<file path="src/rtl/codma_mc_engine.sv">
// Multi-channel CODMA task engine: round-robin channel arbitration, 5-word descriptor fetch,
// burst data moves, linked chains. Define CODMA_CRC_EN to enable CRC-32 tasks (type 3).
module codma_mc_engine #(
  parameter int NUM_CH    = 4,
  parameter int BURST_MAX = 8
) (
  input  logic                  clk_i,
  input  logic                  reset_n_i,
  input  logic [NUM_CH-1:0]     start_i,
  input  logic [NUM_CH*32-1:0]  task_ptr_i,
  input  logic [NUM_CH-1:0]     irq_clr_i,
  output logic [NUM_CH-1:0]     busy_o,
  output logic [NUM_CH-1:0]     irq_o,
  output logic [NUM_CH-1:0]     err_o,
  output logic                  rd_req_o,
  input  logic                  rd_gnt_i,
  output logic [31:0]           rd_addr_o,
  output logic [4:0]            rd_len_o,
  input  logic                  rd_valid_i,
  input  logic [31:0]           rd_data_i,
  output logic                  wr_req_o,
  input  logic                  wr_gnt_i,
  output logic [31:0]           wr_addr_o,
  output logic [4:0]            wr_len_o,
  output logic [31:0]           wr_data_o,
  input  logic                  wr_ready_i,
  output logic [3:0]            dbg_state
);

  localparam logic [3:0] S_IDLE     = 4'd0;
  localparam logic [3:0] S_ARB      = 4'd1;
  localparam logic [3:0] S_DESC_REQ = 4'd2;
  localparam logic [3:0] S_DESC_RD  = 4'd3;
  localparam logic [3:0] S_CHECK    = 4'd4;
  localparam logic [3:0] S_DATA_REQ = 4'd5;
  localparam logic [3:0] S_DATA_RD  = 4'd6;
  localparam logic [3:0] S_WR_REQ   = 4'd7;
  localparam logic [3:0] S_WR_DATA  = 4'd8;
  localparam logic [3:0] S_DONE     = 4'd9;
  localparam logic [3:0] S_ERROR    = 4'd10;

  localparam int CW = (NUM_CH > 1) ? $clog2(NUM_CH) : 1;
  localparam int BW = (BURST_MAX > 1) ? $clog2(BURST_MAX) : 1;

`ifdef CODMA_CRC_EN
  localparam logic CRC_EN = 1'b1;
`else
  localparam logic CRC_EN = 1'b0;
`endif

  logic [3:0]        state;
  logic [31:0]       ptr [NUM_CH];
  logic [NUM_CH-1:0] busy, irq, err;
  logic [CW-1:0]     cur_ch, last_granted, arb_sel;
  logic              arb_found;
  logic [31:0]       typ, src, dst, len, nxt;
  logic [4:0]        cnt, burst_n;
  logic [31:0]       data_buf [BURST_MAX];
  logic [31:0]       crc;
  logic [31:0]       step, len_after;
  logic              crc_mode, bad_desc;

  function automatic logic [4:0] burst_of(input logic [31:0] t, input logic [29:0] words);
    if (t == 32'd0) return 5'd1;
    if (words >= 30'(BURST_MAX)) return 5'(BURST_MAX);
    return words[4:0];
  endfunction

  function automatic logic [31:0] crc_step(input logic [31:0] c, input logic [31:0] d);
    logic [31:0] r;
    r = c;
    for (int i = 31; i >= 0; i--) begin
      if (r[31] ^ d[i]) r = {r[30:0], 1'b0} ^ 32'h04C1_1DB7;
      else              r = {r[30:0], 1'b0};
    end
    return r;
  endfunction

  assign step      = {25'd0, burst_n, 2'b00};
  assign len_after = len - step;
  assign crc_mode  = CRC_EN && (typ == 32'd3);
  assign bad_desc  = (typ > 32'd3) || ((typ == 32'd3) && !CRC_EN) || (len[1:0] != 2'b00);

  assign busy_o    = busy;
  assign irq_o     = irq;
  assign err_o     = err;
  assign dbg_state = state;
  assign wr_data_o = (state != S_WR_DATA) ? 32'd0 :
                     crc_mode ? ~crc : data_buf[cnt[BW-1:0]];

  // Search starts one past the last grant so every busy channel gets its turn.
  always_comb begin
    int idx;
    idx       = 0;
    arb_found = 1'b0;
    arb_sel   = '0;
    for (int i = NUM_CH - 1; i >= 0; i--) begin
      idx = (int'(last_granted) + 1 + i) % NUM_CH;
      if (busy[CW'(idx)]) begin
        arb_found = 1'b1;
        arb_sel   = CW'(idx);
      end
    end
  end

  always_ff @(posedge clk_i) begin
    if (state == S_DATA_RD && rd_valid_i) data_buf[cnt[BW-1:0]] <= rd_data_i;
  end

  always_ff @(posedge clk_i) begin
    if (!reset_n_i) begin
      state        <= S_IDLE;
      busy         <= '0;
      irq          <= '0;
      err          <= '0;
      cur_ch       <= '0;
      last_granted <= CW'(NUM_CH - 1);
      typ          <= '0;
      src          <= '0;
      dst          <= '0;
      len          <= '0;
      nxt          <= '0;
      cnt          <= '0;
      burst_n      <= '0;
      crc          <= '0;
      rd_req_o     <= 1'b0;
      rd_addr_o    <= '0;
      rd_len_o     <= '0;
      wr_req_o     <= 1'b0;
      wr_addr_o    <= '0;
      wr_len_o     <= '0;
      for (int c = 0; c < NUM_CH; c++) ptr[c] <= '0;
    end else begin
      // Clears apply first; a set later in this block on the same bit takes precedence.
      irq <= irq & ~irq_clr_i;
      err <= err & ~irq_clr_i;
      for (int c = 0; c < NUM_CH; c++) begin
        if (start_i[c] && !busy[c]) begin
          ptr[c]  <= task_ptr_i[32*c +: 32];
          busy[c] <= 1'b1;
        end
      end
      case (state)
        S_IDLE: if (|busy) state <= S_ARB;
        S_ARB: begin
          if (arb_found) begin
            cur_ch       <= arb_sel;
            last_granted <= arb_sel;
            rd_req_o     <= 1'b1;
            rd_addr_o    <= ptr[arb_sel];
            rd_len_o     <= 5'd5;
            cnt          <= '0;
            state        <= S_DESC_REQ;
          end else begin
            state <= S_IDLE;
          end
        end
        S_DESC_REQ, S_DATA_REQ: begin
          if (rd_gnt_i) begin
            rd_req_o <= 1'b0;
            state    <= (state == S_DESC_REQ) ? S_DESC_RD : S_DATA_RD;
          end
        end
        S_DESC_RD: begin
          if (rd_valid_i) begin
            case (cnt)
              5'd0:    typ <= rd_data_i;
              5'd1:    src <= rd_data_i;
              5'd2:    dst <= rd_data_i;
              5'd3:    len <= rd_data_i;
              default: nxt <= rd_data_i;
            endcase
            if (cnt == 5'd4) begin
              cnt   <= '0;
              state <= S_CHECK;
            end else begin
              cnt <= cnt + 5'd1;
            end
          end
        end
        S_CHECK: begin
          if (bad_desc) begin
            state <= S_ERROR;
          end else if (len == 32'd0) begin
            state <= S_DONE;
          end else begin
            burst_n   <= burst_of(typ, len[31:2]);
            rd_len_o  <= burst_of(typ, len[31:2]);
            rd_addr_o <= src;
            rd_req_o  <= 1'b1;
            crc       <= 32'hFFFF_FFFF;
            state     <= S_DATA_REQ;
          end
        end
        S_DATA_RD: begin
          if (rd_valid_i) begin
            crc <= crc_step(crc, rd_data_i);
            if (cnt == burst_n - 5'd1) begin
              cnt <= '0;
              src <= src + step;
              len <= len_after;
              // CRC tasks keep reading until the source is exhausted, then write one word.
              if (crc_mode && len_after != 32'd0) begin
                burst_n   <= burst_of(typ, len_after[31:2]);
                rd_len_o  <= burst_of(typ, len_after[31:2]);
                rd_addr_o <= src + step;
                rd_req_o  <= 1'b1;
                state     <= S_DATA_REQ;
              end else begin
                burst_n   <= crc_mode ? 5'd1 : burst_n;
                wr_len_o  <= crc_mode ? 5'd1 : burst_n;
                wr_addr_o <= dst;
                wr_req_o  <= 1'b1;
                state     <= S_WR_REQ;
              end
            end else begin
              cnt <= cnt + 5'd1;
            end
          end
        end
        S_WR_REQ: begin
          if (wr_gnt_i) begin
            wr_req_o <= 1'b0;
            cnt      <= '0;
            state    <= S_WR_DATA;
          end
        end
        S_WR_DATA: begin
          if (wr_ready_i) begin
            if (cnt == burst_n - 5'd1) begin
              cnt <= '0;
              dst <= dst + step;
              if (len != 32'd0) begin
                burst_n   <= burst_of(typ, len[31:2]);
                rd_len_o  <= burst_of(typ, len[31:2]);
                rd_addr_o <= src;
                rd_req_o  <= 1'b1;
                state     <= S_DATA_REQ;
              end else if (typ == 32'd2 && nxt != 32'd0) begin
                rd_addr_o <= nxt;
                rd_len_o  <= 5'd5;
                rd_req_o  <= 1'b1;
                state     <= S_DESC_REQ;
              end else begin
                state <= S_DONE;
              end
            end else begin
              cnt <= cnt + 5'd1;
            end
          end
        end
        S_DONE: begin
          busy[cur_ch] <= 1'b0;
          irq[cur_ch]  <= 1'b1;
          state        <= S_IDLE;
        end
        S_ERROR: begin
          busy[cur_ch] <= 1'b0;
          err[cur_ch]  <= 1'b1;
          state        <= S_IDLE;
        end
        default: state <= S_IDLE;
      endcase
    end
  end

endmodule

</file>
<file path="config.mk">
export PLATFORM = sky130hd
export DESIGN_NAME = codma_mc_engine
export DESIGN_NICKNAME = d
export VERILOG_FILES = /design/src/rtl/codma_mc_engine.sv
export SDC_FILE = /design/constraint.sdc
export NUM_CORES = 1
export LEC_CHECK = 0
export CORE_ASPECT_RATIO = 1.4
export CORE_MARGIN = 2
export CORE_UTILIZATION = 64
export CTS_BUF_LIST = sky130_fd_sc_hd__clkbuf_4
export DETAILED_ROUTE_END_ITERATION = 6
export PLACE_DENSITY = 0.88
export SKIP_LAST_GASP = 1
export SYNTH_ARGS = -nofsm -noshare
export SYNTH_HDL_FRONTEND = slang
export SYNTH_SLANG_ARGS = --single-unit
</file>
<file path="constraint.sdc">
create_clock -name clk_i -period 10.58 [get_ports clk_i]
set_clock_uncertainty 0.15 [all_clocks]
set_input_delay 1.058 -clock clk_i [delete_from_list [all_inputs] [get_ports clk_i]]
set_output_delay 1.058 -clock clk_i [all_outputs]
set_load 0.01 [all_outputs]
</file>
-- After elaboration in Yosys (flattened, before gate mapping)
Memories as Yosys holds them, arrays and structs flattened. A register that Yosys moved wholly into a read port is not among the register bits.
Index checks and enable logic that the tools add are counted.
- add/subtract/negate cells: 9
- magnitude comparators: 8
- equal/unequal tests: 35
- mux-type cells: 155
- bitwise gates (word level): 12
- reduce and logical (&&, ||, !) cells: 44
- operator list (operator ; count):
    32-bit two-way mux ; 24
    32-bit one-hot mux with 2 select lines ; 3
    5-bit two-way mux ; 23
    32-bit one-hot mux with 3 select lines ; 1
    1-bit two-way mux ; 69
    32-bit by 7-bit adder with 32-bit output ; 2
    32-bit by 2-bit == test with 1-bit output, second input constant ; 2
    32-bit zero test ; 2
    4-bit two-way mux ; 16
    32-bit nonzero test ; 2
    32-bit by 2-bit greater-than comparator with 1-bit output, second input constant ; 1
    4-bit one-hot mux with 8 select lines ; 1
    32-bit by 7-bit subtractor with 32-bit output ; 1
    30-bit by 4-bit greater-or-equal comparator with 1-bit output, second input constant ; 1
    5-bit one-hot mux with 5 select lines ; 1
    2-bit != test, second input constant ; 12
    4-bit by 3-bit == test with 1-bit output, second input constant ; 4
    2-bit by 4-bit < comparator with 1-bit output, second input constant ; 4
    5-bit one-hot mux with 3 select lines ; 1
    5-bit AND reduction ; 3
    4-bit AND ; 3
    4-bit == test, second input constant ; 3
    6-bit AND reduction ; 2
    5-bit by 2-bit == test with 1-bit output, second input constant ; 2
    42 further kinds ; 80
- flip-flop bits (word level): 266
- memory bits (writable): 384
- input port bits: 174
- output and inout port bits: 124
- word-level logic and storage cells: 284
- memories: 2
- memory list (memory ; words ; width ; read ports ; clocked after memory_dff ; wr ports ; RTL line ; source):
    data_buf ; 8 ; 32 ; 1 ; 1 ; 1 ; 58 ; logic [31:0] data_buf [BURST_MAX];
    ptr ; 4 ; 32 ; 1 ; 0 ; 4 ; 52 ; logic [31:0] ptr [NUM_CH];

-- Longest topological paths before layout
Gate-level depths: netlist (run 1).
- word-level depth: 19
- gate-level depth with buffers: 11

-- Worst setup path after synthesis (run 1)
OpenSTA, ideal clock, no wires.
- path kind: reg-to-reg
- start point: register state[1], in the netlist dbg_state[1]
- end point: memory data_buf[2][0] (enable)
- library setup time: 461 ps
- arrival: 3956 ps
- path slack: 6013 ps
- stages on the path, launching flop included: 7
- buffers on the path: 2
- period minus slack after synthesis: 4567 ps
- cells stage by stage: dfxtp_1 > clkinv_1 > nor3_2 > clkbuf_1 > clkbuf_1 > nand3_1 > nor3_1
- word-level cells in the longest chain between the ends: 4
- ends and longest elaborated chain (item ; RTL line ; source):
    start, declared ; 51 ; logic [3:0] state;
    start signal, assigned ; 161 ; state <= (state == S_DESC_REQ) ? S_DESC_RD : S_DATA_RD;
    4-bit by 3-bit == test with 1-bit output ; 107 ; if (state == S_DATA_RD && rd_valid_i) data_buf[cnt[BW-1:0]] <= rd_data_i;
    1-bit logical AND ; 107 ;
    1-bit two-way mux ; 107 ;
    1-bit two-way mux (implied by the code) ; 107 ;
    end, declared ; 58 ;
Every way passes these cells.

==> metrics.yaml, run 1 <==
crit_end: "wr_data_o[26]"
combPwrFrac_pct: 18.3
synth-seq-cells: 653
first_pass_iters: 6
ant_nets: 0
cts_inserted_buffers: 152
synth_cells: 2579
pwr-share-clk_pct: 34.4
setup-tns-final_ns: 0
p_sw_mw: 1.767
timing.rr.end: "src[9]"
nNetsFinal: 3098
tritoncts: "built"
yosys_warnings: 0
cp_slowest_cell: "dfxtp_4"
grt_antenna_before_repair: 6
cts.sinks: 653
fin_crit_sh_pct: 48.17
cap_viol_max_count: 0
endpoint_kind: "output port"
synth.most_common_cell: "edfxtp_1"
min_path_type: "reg2reg"
clockRootBuffer: "clkbuf_4"
post-place-cells: 3358
area_delta_synth_final_pct: 18.92
num_vias: 23340
drc: 0
synth-main-ff-cell: "edfxtp_1"
r2r_cells: 7
hold_buffers: 0
setup_viol: 0
insertion_delay_ns: 0.92
synthDistinctLibCells: 88
grt_pass1_wl_um: 133600
fillCellCount: 2773
switching_share_pct: 28.86
initial_utilization_pct: 64.79
start_kind: "flip-flop"
seq_power_share_pct: 47.3
ys_async_sr_fraction_pct: 0
die_h_um: 256.6
synth_common_cells: "edfxtp_1, nand2_1, dfxtp_1"
whs_path_depth: 2
final_cell_count_no_fill: 3633
synth_edf_count: 384
clkTransAtPathRegs_ns: 0.08
slew_viol_final: 0
worstMarginPinSlew_ns: 1.197
critPathArrivalTime_ns: 3.89
max_stage_delay_ns: 0.80
intPower_mw: 4.355
netlist_area_um2: 29160
synth_area_per_cell_um2: 11.31
drt-initial-drc-count: 2718
multi_input_area_um2: 11510
avgRoutedWirePerCell_um: 24.44
hold_violations: 0
finalWeightedCongestion: 0.9995
fin_crit_ns: 5.097
hpwl_um: 57360
wl_um: 88790
overflow: 0
rrSetupSlack_ns: 6.42
synth_area_leaders: "edfxtp_1, dfxtp_1, mux4_2"
outcome: "finished clean"
pin_count: 298
irDropWorstVdd_mv: 0.1292
rsz0062_at_grt: "no"
max_freq_mhz: 196.2
postCtsSetupRepairBufs: 0
slew_headroom_pct: 20.00
syn_nets: 2776
timing.rr.start: "dbg_state[1]"
final_layout_size_suffix_gt1_share_pct: 15.50
grt_max_degree: 105
cts-htree-levels: 4
rows: 92
grt_pass1_vias: 23690
worstSetupPathType: "reg2out"
track_usage_pct: 37.52
critPathMaxFanout: 33
cts_buffer_depth: 3
powerDensity_nw_per_um2: 176.5
post_cts_resize_count: 0
detail_route.vias_per_cell: 6.425
synth_top_cell_by_area: "edfxtp_1"
synth_top_cell_area_share_pct: 39.55
required_ns: 9.37
yosysSeqAreaShare_pct: 58.01
cellLeakagePower_nw: 12.03
seq_area_um2: 16930
die_width_um: 184.4
core-area_um2: 45010
path_cells: "buf_4, mux4_2, mux2i_1, nor2_1, clkdlybuf4s50_1"
port-buffer-count: 297
die_area_um2: 47310
==> layout by cell type, fill, tap and decap left out, drive strengths merged, types with 100 or more instances in the layout <==
master | netlist | routed
edfxtp | 384 | 384
nand2 | 314 | 314
clkdlybuf4s50 | 0 | 296
dfxtp | 269 | 269
clkbuf | 133 | 223
a21oi | 215 | 215
nor2 | 207 | 207
and2 | 135 | 135
mux2i | 102 | 102
o21ai | 100 | 100
==> sequential cells by signal (all words and copies together), names as in the netlist, 5 cells and up, named ones only <==
signal     cells
burst_n        5
cnt            5
data_buf     256
dst           32
len           32
nxt           32
ptr          128
rd_addr_o     32
rd_len_o       5
src           32
typ           32
wr_addr_o     32
wr_len_o       5
==> final cells by class <==
type	instances	area share, %
Inverter	40	0.4474
Antenna cell	3	0.02165
Multi-Input combinational cell	1713	33.20
Tap cell	611	2.205
Timing Repair Buffer	341	9.511
Clock inverter	49	0.9742
Sequential cell	653	48.81
Clock buffer	223	4.828
==> power groups by stage <==
stage               clock network (mW)  registers (mW)  logic [mW]
detailed placement                   0            2.95        1.10
CTS                               2.12            2.89        1.11
global placement                     0            2.94        1.06
finish                            2.10            2.90        1.12
global route                      2.23            2.90        1.19
floorplan                            0            2.91       0.727
==> worst max-delay path, delay by kind of cell (launching register included) <==
family	cells	cell delay, ns
multiplexers	2	0.95
buffers and inverters	2	1.15
AND/OR/NAND/NOR	1	0.07
flip-flops	1	0.80
==> how the worst min path moves through the flow <==
stage / from / endpoint / slack [ns]
after detailed placement: dst[1] / dst[1] / 0.29
after CTS: wr_addr_o[16] / wr_addr_o[16] / 0.30
after global placement: len[0] / len[0] / 0.28
after floorplan: len[0] / len[0] / 0.28
after global routing: typ[25] / typ[25] / 0.32
final: wr_addr_o[16] / wr_addr_o[16] / 0.30
==> per-layer routing <==
layer | share of wire (%) | GRT usage, % | vias to the layer above
li1 | - | - | 10310
met1 | 33 | 41.31 | 11110
met2 | 50 | 63.20 | 1501
met3 | 9.4 | 8.919 | 409
met4 | 7.5 | 26.91 | 8
met5 | 0.061 | 0 | -
==> cells by family (layout without fill, tap and decap cells) <==
family	Yosys count	after routing	synth area share, %
mux	167	167	8.483
fa+ha+maj	23	23	1.064
compound gates	613	613	14.40
other cells	0	3	0
xor+xnor	9	9	0.2703
buf+inv	213	653	2.926
simple gates	901	901	14.84
flops	653	653	58.01
==> stage by stage <==
step	total power [mW]	hold slack, ns	area [um2]	util [%]	setup WS (ns)
floorplan	3.640	0.2766	29160	-	6.013
global placement	4.003	0.2843	32660	72.56	6.229
detailed placement	4.046	0.2943	32660	72.56	6.156
CTS	6.123	0.3029	34670	77.03	5.392
global route	6.331	0.3164	34670	77.03	5.295
finish	6.122	0.3010	34680	77.04	5.483
(Power assumes the default switching activity.)
==> run 2: changes to the inputs <==
--- a/config.mk
+++ b/config.mk
@@ -7,10 +7,10 @@
 export LEC_CHECK = 0
 export CORE_ASPECT_RATIO = 1.4
 export CORE_MARGIN = 2
-export CORE_UTILIZATION = 64
+export CORE_UTILIZATION = 59
 export CTS_BUF_LIST = sky130_fd_sc_hd__clkbuf_4
 export DETAILED_ROUTE_END_ITERATION = 6
-export PLACE_DENSITY = 0.88
+export PLACE_DENSITY = 0.82
 export SKIP_LAST_GASP = 1
 export SYNTH_ARGS = -nofsm -noshare
 export SYNTH_HDL_FRONTEND = slang
==> constraint.sdc (replaced) <==
create_clock -name clk_i -period 4.9 [get_ports clk_i]
set_clock_uncertainty 0.15 [all_clocks]
set_input_delay 0.49 -clock clk_i [delete_from_list [all_inputs] [get_ports clk_i]]
set_output_delay 0.49 -clock clk_i [all_outputs]
set_load 0.01 [all_outputs]
==> metrics.yaml, run 2 (synthesized netlist as in run 1, its figures left out) <==
cts_buffer_depth: 3  # unchanged
core-area_um2: 48890  # +8.6%
cts_inserted_buffers: 153  # +0.66%
violations: "design-rule violations"
worstMarginPinSlew_ns: 1.099  # -0.09771 ns
grt_pass1_vias: 22760  # -3.9%
powerDensity_nw_per_um2: 370.7  # +110%
clkTransAtPathRegs_ns: 0.08  # about the same
avgRoutedWirePerCell_um: 22.36  # -8.5%
grt_antenna_before_repair: 1  # -5
seq_power_share_pct: 48.6  # +1.3 points
fin_crit_sh_pct: 84.72
endpoint_kind: "output port"
outcome: "finished with violations"
fin_util_pct: 71.00  # -6.0 points
final_cell_count_no_fill: 3665  # +0.88%
max_freq_mhz: 240.9
design_area_um2: 34710  # +0.10%
clockRootBuffer: "clkbuf_4"
fillCellCount: 3417  # +23%
fin_crit_ns: 4.151
die_h_um: 267.0  # +4.1%
wl_um: 81960  # -7.7%
post_dp_cell_area_um2: 32770  # +0.36%
start_kind: "flip-flop"
grt_max_degree: 107  # +1.9%
hpwl_um: 55500  # -3.3%
critPathMaxFanout: 39  # +18%
irDropWorstVdd_mv: 0.2561  # +98%
p_total_mw: 12.87  # +110%
nNetsFinal: 3107  # +0.29%
area_delta_synth_final_pct: 19.04
overflow: 0  # unchanged
intPower_mw: 9.218  # +110%
rsz0062_at_grt: "no"
ant_nets: 0  # unchanged
max_stage_delay_ns: 0.85  # +0.05 ns
p_sw_mw: 3.649  # +110%
dp_slack_ns: 1.341  # -4.814 ns
setup-tns-final_ns: 0  # unchanged
setup_viol: 0  # unchanged
post-place-cells: 3391  # +0.98%
mostFrequentLayoutCell: "edfxtp_1"
holdWs_ns: 0.09369  # -0.2073 ns
cap_viol_max_count: 0  # unchanged
port-buffer-count: 297  # unchanged
die_area_um2: 51240  # +8.3%
rows: 96  # +4.3%
grt_pass1_wl_um: 125500  # -6.0%
cts.sinks: 653  # unchanged
finalWeightedCongestion: 0.9883  # -1.1%
required_ns: 4.26  # -5.11 ns
cellLeakagePower_nw: 12.04  # about the same
path_cells: "buf_4, mux4_2, mux2i_1, nor2_1, clkdlybuf4s50_1"
critPathBufInv: 2  # unchanged
die_width_um: 191.9  # +4.1%
combPwrFrac_pct: 17.9  # -0.4 points
slew_headroom_pct: 26.53  # +6.5 points
tritoncts: "built"
critPathTopFamily: "buffers and inverters"
post_cts_resize_count: 0  # unchanged
worstSetupPathType: "reg2out"
track_usage_pct: 32.15  # -5.4 points
pin_count: 298  # unchanged
detail_route.vias_per_cell: 6.145  # -4.4%
first_pass_iters: 7  # +1
drt-initial-drc-count: 1878  # -31%
hold_violations: 0  # unchanged
finalWorstSetupSlack_ns: 0.7488  # -4.735 ns
final_layout_size_suffix_gt1_share_pct: 15.46  # -0.041 points
initial_utilization_pct: 59.65  # -5.1 points
cp_slowest_cell: "dfxtp_4"
pwr-share-clk_pct: 33.5  # -0.9 points
critPathArrivalTime_ns: 3.51  # -0.38 ns
layout_common_cells: "edfxtp_1, nand2_1, clkdlybuf4s50_1"
switching_share_pct: 28.36  # -0.50 points
min_path_type: "in2reg"
insertion_delay_ns: 0.91  # about the same
num_vias: 22520  # -3.5%
slew_viol_final: 0  # unchanged
largest_register_ffs: 256  # unchanged
drc: 1  # +1
cts-htree-levels: 4  # unchanged
## run 2: metal layers
metal	vias up	routed length, um	track usage, %
li1	10330	-	-
met1	10770	29350	37.48
met5	-	0	0
met3	256	6842	5.983
met2	1170	41110	54.87
met4	0	4655	19.44
## run 2: path summary, 6_finish.rpt
path,endpoint,slack [ns],cells after the start,from
worst max-delay path,wr_data_o[29],0.75,5,flip-flop
worst max register to register,src[4],1.27,8,dbg_state[1]
worst min-delay path,err_o[2],0.09,4,irq_clr_i[2]
worst min register to register,rd_len_o[4],0.29,2,rd_len_o[4]
## run 2: worst reg2reg max path, delay by kind of cell (launching register included)
family                 cells  cell delay, ns
AO/OA/AOI/OAI              4            0.89
buffers and inverters      2            0.79
flip-flops                 1            0.65
AND/OR/NAND/NOR            2            1.06
## run 2: power by group through the flow
| stage | combinational, mW | clock [mW] | sequential [mW] |
|---|---|---|---|
| finish | 2.30 | 4.32 | 6.25 |
| detailed placement | 2.29 | 0 | 6.37 |
| global placement | 2.22 | 0 | 6.36 |
| global route | 2.48 | 4.63 | 6.28 |
| CTS | 2.30 | 4.39 | 6.25 |
| floorplan | 1.57 | 0 | 6.29 |
## run 2: cell type report
class	instances	area (um2)	area share, %
Antenna cell	1	2.502	0.007209
Clock buffer	211	1584	4.563
Clock inverter	61	341.6	0.9841
Inverter	40	155.1	0.4470
Multi-Input combinational cell	1713	11510	33.16
Sequential cell	653	16920	48.75
Tap cell	637	797.0	2.296
Timing Repair Buffer	349	3398	9.790
## run 2: timing repair
action | 4_1_cts | 5_1_grt
endpoints found under the setup margin | 0 | 0
hold buffers | 1 | 0
endpoints found under the hold margin | 9 | 0
setup buffers | 0 | 0
